<file path="src/rtl/seg_scan_ctrl.sv">
// Four-digit common-anode seven-segment scan controller with dead time and leading-zero blanking.
// Optional PWM brightness control is enabled by defining SEG_SCAN_PWM_EN.
//
// state | meaning
// IDLE  | scan stopped, all pins dark, waiting for enable
// BLANK | all anodes off for BLANK_CYCLES before the next digit
// SHOW  | anode idx_q active for DIGIT_CYCLES
module seg_scan_ctrl #(
  parameter int DIGIT_CYCLES = 100000,
  parameter int BLANK_CYCLES = 1000,
  parameter int CNT_W        = 17
) (
  input  logic        clk,
  input  logic        reset,
`ifdef SEG_SCAN_PWM_EN
  input  logic [3:0]  brightness,
`endif
  input  logic        enable,
  input  logic [15:0] number,
  input  logic [3:0]  dp_in,
  input  logic        lz_blank_en,
  output logic [3:0]  digit,
  output logic [6:0]  segments,
  output logic        dp,
  output logic        frame_tick
);

  typedef enum logic [1:0] {IDLE, BLANK, SHOW} state_t;

  localparam logic [CNT_W-1:0] DIG_LOAD   = CNT_W'(DIGIT_CYCLES - 1);
  localparam logic [CNT_W-1:0] BLANK_LOAD = CNT_W'((BLANK_CYCLES > 0) ? BLANK_CYCLES - 1 : 0);
  localparam bit               NO_BLANK   = (BLANK_CYCLES == 0);

  state_t           state_q;
  logic [1:0]       idx_q;
  logic [CNT_W-1:0] cnt_q;
  logic [15:0]      snap_q;
  logic [3:0]       snap_dp_q;

  logic [3:0]       digit_q, digit_d;
  logic [6:0]       seg_q, seg_d;
  logic             dp_q, dp_d;
  logic             frame_tick_q;

  logic [3:0]       code;
  logic             blank;

`ifdef SEG_SCAN_PWM_EN
  logic [3:0]       pwm_cnt_q;
`endif

  function automatic logic [6:0] decode7(input logic [3:0] c);
    logic [6:0] s;
    case (c)
      4'h0: s = 7'b1000000;
      4'h1: s = 7'b1111001;
      4'h2: s = 7'b0100100;
      4'h3: s = 7'b0110000;
      4'h4: s = 7'b0011001;
      4'h5: s = 7'b0010010;
      4'h6: s = 7'b0000010;
      4'h7: s = 7'b1111000;
      4'h8: s = 7'b0000000;
      4'h9: s = 7'b0010000;
      4'hA: s = 7'b0001000;
      4'hB: s = 7'b0000011;
      4'hC: s = 7'b1000110;
      4'hD: s = 7'b0100001;
      4'hE: s = 7'b0000110;
      default: s = 7'b0001110;
    endcase
    return s;
  endfunction

  // Pin values for the current state; registered below so pins lag the state by one cycle.
  always_comb begin
    case (idx_q)
      2'd1:    code = snap_q[7:4];
      2'd2:    code = snap_q[11:8];
      2'd3:    code = snap_q[15:12];
      default: code = snap_q[3:0];
    endcase

    blank = 1'b0;
    if (lz_blank_en) begin
      case (idx_q)
        2'd3:    blank = (snap_q[15:12] == 4'h0);
        2'd2:    blank = (snap_q[15:8]  == 8'h00);
        2'd1:    blank = (snap_q[15:4]  == 12'h000);
        default: blank = 1'b0;
      endcase
    end

    digit_d = 4'hF;
    seg_d   = 7'h7F;
    dp_d    = 1'b1;
    if (state_q == SHOW) begin
      digit_d = ~(4'b0001 << idx_q);
      seg_d   = blank ? 7'h7F : decode7(code);
      dp_d    = ~snap_dp_q[idx_q];
`ifdef SEG_SCAN_PWM_EN
      if (pwm_cnt_q > brightness) digit_d = 4'hF;
`endif
    end
  end

  always_ff @(posedge clk or posedge reset) begin
    if (reset) begin
      state_q      <= IDLE;
      idx_q        <= 2'd0;
      cnt_q        <= '0;
      snap_q       <= 16'h0000;
      snap_dp_q    <= 4'h0;
      digit_q      <= 4'hF;
      seg_q        <= 7'h7F;
      dp_q         <= 1'b1;
      frame_tick_q <= 1'b0;
    end else if (!enable) begin
      state_q      <= IDLE;
      idx_q        <= 2'd0;
      cnt_q        <= '0;
      digit_q      <= 4'hF;
      seg_q        <= 7'h7F;
      dp_q         <= 1'b1;
      frame_tick_q <= 1'b0;
    end else begin
      digit_q      <= digit_d;
      seg_q        <= seg_d;
      dp_q         <= dp_d;
      frame_tick_q <= 1'b0;
      case (state_q)
        IDLE: begin
          snap_q    <= number;
          snap_dp_q <= dp_in;
          if (NO_BLANK) begin
            state_q <= SHOW;
            cnt_q   <= DIG_LOAD;
          end else begin
            state_q <= BLANK;
            cnt_q   <= BLANK_LOAD;
          end
        end
        BLANK: begin
          if (cnt_q == '0) begin
            state_q <= SHOW;
            cnt_q   <= DIG_LOAD;
          end else begin
            cnt_q <= cnt_q - CNT_W'(1);
          end
        end
        SHOW: begin
          if (cnt_q == '0) begin
            idx_q <= idx_q + 2'd1;
            // Frame boundary: reload the snapshot so a frame never mixes old and new values.
            if (idx_q == 2'd3) begin
              frame_tick_q <= 1'b1;
              snap_q       <= number;
              snap_dp_q    <= dp_in;
            end
            if (NO_BLANK) begin
              state_q <= SHOW;
              cnt_q   <= DIG_LOAD;
            end else begin
              state_q <= BLANK;
              cnt_q   <= BLANK_LOAD;
            end
          end else begin
            cnt_q <= cnt_q - CNT_W'(1);
          end
        end
        default: begin
          state_q <= IDLE;
          cnt_q   <= '0;
        end
      endcase
    end
  end

`ifdef SEG_SCAN_PWM_EN
  // Restarts at every slot so each digit gets the same duty regardless of slot length.
  always_ff @(posedge clk or posedge reset) begin
    if (reset) begin
      pwm_cnt_q <= 4'h0;
    end else if (enable && state_q == SHOW && cnt_q != '0) begin
      pwm_cnt_q <= pwm_cnt_q + 4'h1;
    end else begin
      pwm_cnt_q <= 4'h0;
    end
  end
`endif

  assign digit      = digit_q;
  assign segments   = seg_q;
  assign dp         = dp_q;
  assign frame_tick = frame_tick_q;

endmodule

</file>
<file path="config.mk">
export PLATFORM = sky130hd
export DESIGN_NAME = seg_scan_ctrl
export DESIGN_NICKNAME = d
export VERILOG_FILES = /design/src/rtl/seg_scan_ctrl.sv
export SDC_FILE = /design/constraint.sdc
export NUM_CORES = 1
export LEC_CHECK = 0
export CAP_MARGIN = 20
export CORE_UTILIZATION = 40
export DETAILED_ROUTE_END_ITERATION = 6
export SYNTH_ARGS = -nofsm -noshare
export SYNTH_HDL_FRONTEND = slang
export SYNTH_SLANG_ARGS = --single-unit
</file>
<file path="constraint.sdc">
create_clock -name clk -period 2.2 [get_ports clk]
set_input_delay 0.66 -clock clk [delete_from_list [all_inputs] [get_ports clk]]
set_output_delay 0.66 -clock clk [all_outputs]
set_load 0.01 [all_outputs]
</file>
Word-level counts from Yosys, hierarchy flattened:

Memories as Yosys holds them, arrays and structs flattened.
Index checks and enable logic that the tools add are counted.

* word-level logic and storage cells: 69
* memories kept: 1
* output and inout bits: 13
* input port bits: 24
* register bits: 54
* ROM bits: 112

* $add $sub $neg: 2
* reductions and logical operators: 9
* equality and inequality tests: 11
* bitwise operators: 2
* shifts and indexed selects: 1
* $lt $le $gt $ge: 1
* multiplexer cells: 33

Memories
* (no name shown): depth 16, width 7, rd ports 1, clocked after memory_dff 0, wr ports 0, RTL line 54 `case (c)`

Operators by type and width (count)
* 17-bit two-way mux: 3
* 17-bit one-hot mux with 3 select lines: 1
* 16-bit two-way mux: 2
* 16-bit one-hot mux with 2 select lines: 1
* 7-bit two-way mux: 3
* 17-bit logical NOT: 1
* 17-bit by 1-bit subtractor with 17-bit output, second input constant: 1
* 4-bit two-way mux: 4
* 12-bit logical NOT: 1
* 2-bit two-way mux: 6
* 4-bit one-hot mux with 3 select lines: 1
* 8-bit logical NOT: 1
* 1-bit two-way mux: 8
* 2-bit by 1-bit inequality test with 1-bit output, second input constant: 4
* 4-bit one-hot mux with 2 select lines: 1
* 2-bit == test, second input constant: 3
* 2-bit one-hot mux with 3 select lines: 1
* 2-bit by 1-bit == test with 1-bit output, second input constant: 2
* 4-bit logical NOT: 1
* 4-bit inverter: 1
* 2-bit AND reduction: 2
* 4-bit AND reduction: 1
* 1-bit by 2-bit left shift with 4-bit output, first input constant: 1
* 2-bit by 3-bit less-than comparator with 1-bit output, second input constant: 1
* other kinds (8): 8

Logic depth before layout (Yosys ltp):

* depth in word-level cells: 6
* gate-level depth with buffers: 9
* gate-level depth less buffers: 9

Worst setup path after synthesis:

OpenSTA, ideal clock, no wires.

* kind: register -> register
* from: register idx_q[0]
* to: register seg_q[1] (netlist: segments[1])
* data required time: 2.089 ns
* slack: -0.012 ns
* arrival time: 2.101 ns
* cell stages (with the launch flop): 10
* cells stage by stage: dfrtp_1 inv_1 ha_1 clkbuf_1 mux2i_1 inv_1 ha_1 nor2_1 a211o_1 o311ai_0

* longest elaborated chain between the ends: 6

RTL lines
* start: declaration: RTL line 35 `logic [1:0] idx_q;`
* start signal: assignment: RTL line 153 `idx_q <= idx_q + 2'd1;`
* 2-bit == test or 2-bit by 1-bit == test with 1-bit output (tied branches): RTL line 77, 86
* 4-bit one-hot mux with 3 select lines or 1-bit one-hot mux with 3 select lines (tied branches): RTL line 77, 86
* memory 16 x 7 bit or 1-bit two-way mux (tied branches)
* 7-bit two-way mux *: RTL line 99 `seg_d = blank ? 7'h7F : decode7(code);`
* 7-bit two-way mux *: RTL line 97 `if (state_q == SHOW) begin`
* 7-bit two-way mux *: RTL line 118 `end else if (!enable) begin`
* end signal: assignment: RTL line 128 `seg_q <= seg_d;`
* end: declaration: RTL line 41 `logic [6:0] seg_q, seg_d;`

Mark *: on every way between the ends. The rest lies on a longest branch, timed or not.
A chain may end at the register's enable or synchronous reset.

Worst setup path after layout:

Same ends and word-level chain as after synthesis.

==> impl_metrics.csv <==
group,metric,value,unit
status,status,"finished clean",
place,dp_cells,389,
critical_path,worst_ep_required_time,2.41,ns
place,placed_area,3390,um2
detailed_routing,drc_errors,0,
min_path,hold_start,"snap_q[2]$_DFFE_PP0P_",
global_routing,grt_antenna_before_repair,0,
detailed_routing,drt-pass1-iter-count,4,
cts,clock_path_buffers,2,
cts,cts-hold-fix-buffers,0,
global_routing,grt-ovfl-total,0,
detailed_routing,vias_per_cell,5.29,
min_path,hp-class,"reg -> reg",
yosys,yosysTopAreaCellShare,37.3,%
yosys,async_reset_ff_share,100,%
global_routing,grt_pass1_wl,9.53,mm
power_and_ir_drop,pwr-share-clk,29.9,%
yosys,ys_types,54,
critical_path,critPathLaunchType,"flip-flop",
sta,drv_slew,0,
floorplan,io-pin-count,37,
cts,clockRootBuffer,"clkbuf_8",
global_routing,grt_max_degree,55,
yosys,syn_area,2820,um2
place,port_buffers,36,
floorplan,core,6790,um2
sta,hold_viol,0,
cts,clkLatencyLatePin,0.31,ns
flow_run,max_cap_viol_count,0,
yosys,synth_most_common_cell,"dfrtp_1",
detailed_routing,drtAntennaViolNets,0,
yosys,yosys_register_bits,54,
cts,cts_tree,"done",
sta,fin_crit,2.07,ns
critical_path,critPathKind,"reg -> reg",
floorplan,die_w,85.9,um
sta,fin_tns_setup,0,ns
layout,drive_gt1_share,25.1,%
global_routing,grt_use_total,16.6,%
cts,htreeDepth,2,
detailed_routing,drt_iter0_drc,89,
yosys,syn-instance-count,250,
power_and_ir_drop,power_density,646,nW/um2
power_and_ir_drop,peakVddDrop,0.337,mV
critical_path,path_max_fanout,6,
layout,stdcell_area,3580,um2
power_and_ir_drop,pwr-share-seq,49.9,%
critical_path,cp_data_arrival_time,2.27,ns
power_and_ir_drop,p_comb_share,20.2,%
place,gp_congestion,0.831,
power_and_ir_drop,switchingPower,0.000647,W
layout,fin_cells,399,
place,dp_hpwl,4.19,mm
detailed_routing,wl_per_cell,14.6,um
cts,cts.sinks,54,
layout,area_delta_synth_final,27.2,%
yosys,yosys-top-cells-count,"42 x dfrtp_1, 20 x nand2_1, 17 x mux2_2",
sta,relSlewSlack,66.4,%
layout,nNetsFinal,337,
yosys,synth_area_per_cell,11.3,um2
yosys,synth_edf_count,0,
floorplan,die_area,7380,um2
yosys,ys_seq_area_share,48.5,%
critical_path,cp-end-kind,"flip-flop",
sta,fmax,484,MHz
floorplan,die-height,85.9,um
critical_path,startpoint,"idx_q[0]$_DFFE_PP0P_",
critical_path,reg2reg_from,"idx_q[0]$_DFFE_PP0P_",
floorplan,rows,30,
detailed_routing,via_count,2110,
power_and_ir_drop,swShare,28.0,%
yosys,synth-main-ff-cell,"dfrtp_1",
power_and_ir_drop,leakage,1.45,nW
sta,skew,0.00994,ns
yosys,ys_top_cells_by_area,"dfrtp_1 37%, dfstp_2 11%, mux2_2 6.8%",
cts,clk_pin_slew,0.10,ns
yosys,synth_nets,285,
sta,post-route-period-util,93.9,%
yosys,yosys.area.top_type,"dfrtp_1",
cts,cts_buffers,5,
sta,setup_viol,0,
layout,n_antenna_cell,0,
global_routing,grt_pass1_vias,1960,
floorplan,start_util,41.4,%
yosys,yosysWarningCount,0,
sta,tightest_slew,0.504,ns
detailed_routing,routed_wl,5.83,mm
power_and_ir_drop,intPower,0.00167,W
-- power groups by stage --
stage	logic [W]	clock network [W]	registers [W]
finish	0.000468	0.000691	0.00116
global placement	0.000450	0	0.00117
global route	0.000518	0.000758	0.00117
detailed placement	0.000460	0	0.00117
CTS	0.000463	0.000712	0.00115
floorplan	0.000322	0	0.00115
-- repair_timing --
item | CTS | global route
hold endpoints to repair | 0 | 0
setup endpoints to repair | 1 | 7
cloned | 0 | 0
gates resized for setup | 0 | 14
pin swaps | 0 | 1
setup buffers | 1 | 1
-- layout by cell type, fill, tap and decap left out, types with 4 or more instances in the layout --
master           count
clkdlybuf4s50_1     36
mux2_1               4
dfrtp_1             40
clkbuf_8             5
nor3_1               4
inv_1                9
nor2b_1              4
and3_1               4
nor2_1              15
o21a_1               5
o21ai_0              6
nand2_1             20
ha_1                 7
nor4_1               6
xor2_1               4
dfstp_2             12
a21oi_1              9
mux2_2              17
mux2i_1              7
xnor2_1             11
buf_4               16
-- sequential cells by signal, summed over array words and instances, names as in the netlist --
register / cells
cnt_q: 17
snap_q: 16
segments: 7
digit: 4
snap_dp_q: 4
idx_q: 2
state_q: 2
dp: 1
frame_tick: 1
-- area by class of cell --
| cell class | count | area (um2) |
|---|---|---|
| clock buffer | 5 | 68.8 |
| clock inverter | 3 | 47.5 |
| fill | 606 | 3210 |
| inverter | 11 | 41.3 |
| multi-input combinational | 176 | 1420 |
| sequential | 54 | 1370 |
| tap | 96 | 120 |
| timing repair buffer | 54 | 520 |
-- through the flow --
stage | total power [W] | setup WS [ns] | hold WS, ns | utilization (%)
after floorplan | 0.00147 | 0.112 | 0.458 | -
after CTS | 0.00233 | 0.0259 | 0.508 | 51.7
after detailed placement | 0.00163 | 0.00341 | 0.478 | 49.9
after global placement | 0.00162 | 0.00511 | 0.474 | 49.9
after global routing | 0.00244 | -0.0310 | 0.525 | 52.7
final | 0.00232 | 0.134 | 0.504 | 52.7
-- kinds of logic (layout without fill, tap and decap cells) --
kind of cell               Yosys count  after routing  share of synthesized area, %
and+or+nand+nor                     72             72                          14.5
xor gates and xnor gates            15             15                          4.67
muxes                               30             30                          12.0
buffers and inverters               20             73                          3.20
DFF                                 54             54                          48.5
adders and majority gates           11             11                          4.89
AOI/OAI and AO/OA                   48             48                          12.1
-- worst max-delay path, stage by stage (launching register included) --
cell,delay (ns)
dfrtp_2,0.46
inv_2,0.12
ha_2,0.31
mux2i_1,0.25
inv_1,0.12
ha_1,0.31
nor2_1,0.05
a211o_1,0.27
o311ai_0,0.09
-- routing by layer --
metal / vias to the layer above / GRT usage (%) / part of all wire [%]
li1: 1005 / - / -
met1: 1054 / 23.9 / 49
met2: 49 / 25.3 / 47
met3: 2 / 3.46 / 3.2
met4: 0 / 4.55 / 0.58
met5: - / 0 / 0
-- final timing paths --
check                      slack [ns]  depth (start not counted)               endpoint
max                              0.13                          8  segments[1]$_DFF_PP1_
min                              0.50                          1  snap_q[2]$_DFFE_PP0P_
max reg2reg                      0.13                          8  segments[1]$_DFF_PP1_
min reg2reg                      0.50                          1  snap_q[2]$_DFFE_PP0P_
max in group asynchronous        1.19                          3           dp$_DFF_PP1_
min in group asynchronous        0.70                          3    cnt_q[14]$_DFF_PP0_
No activity file was read; power rests on OpenSTA's default activity.
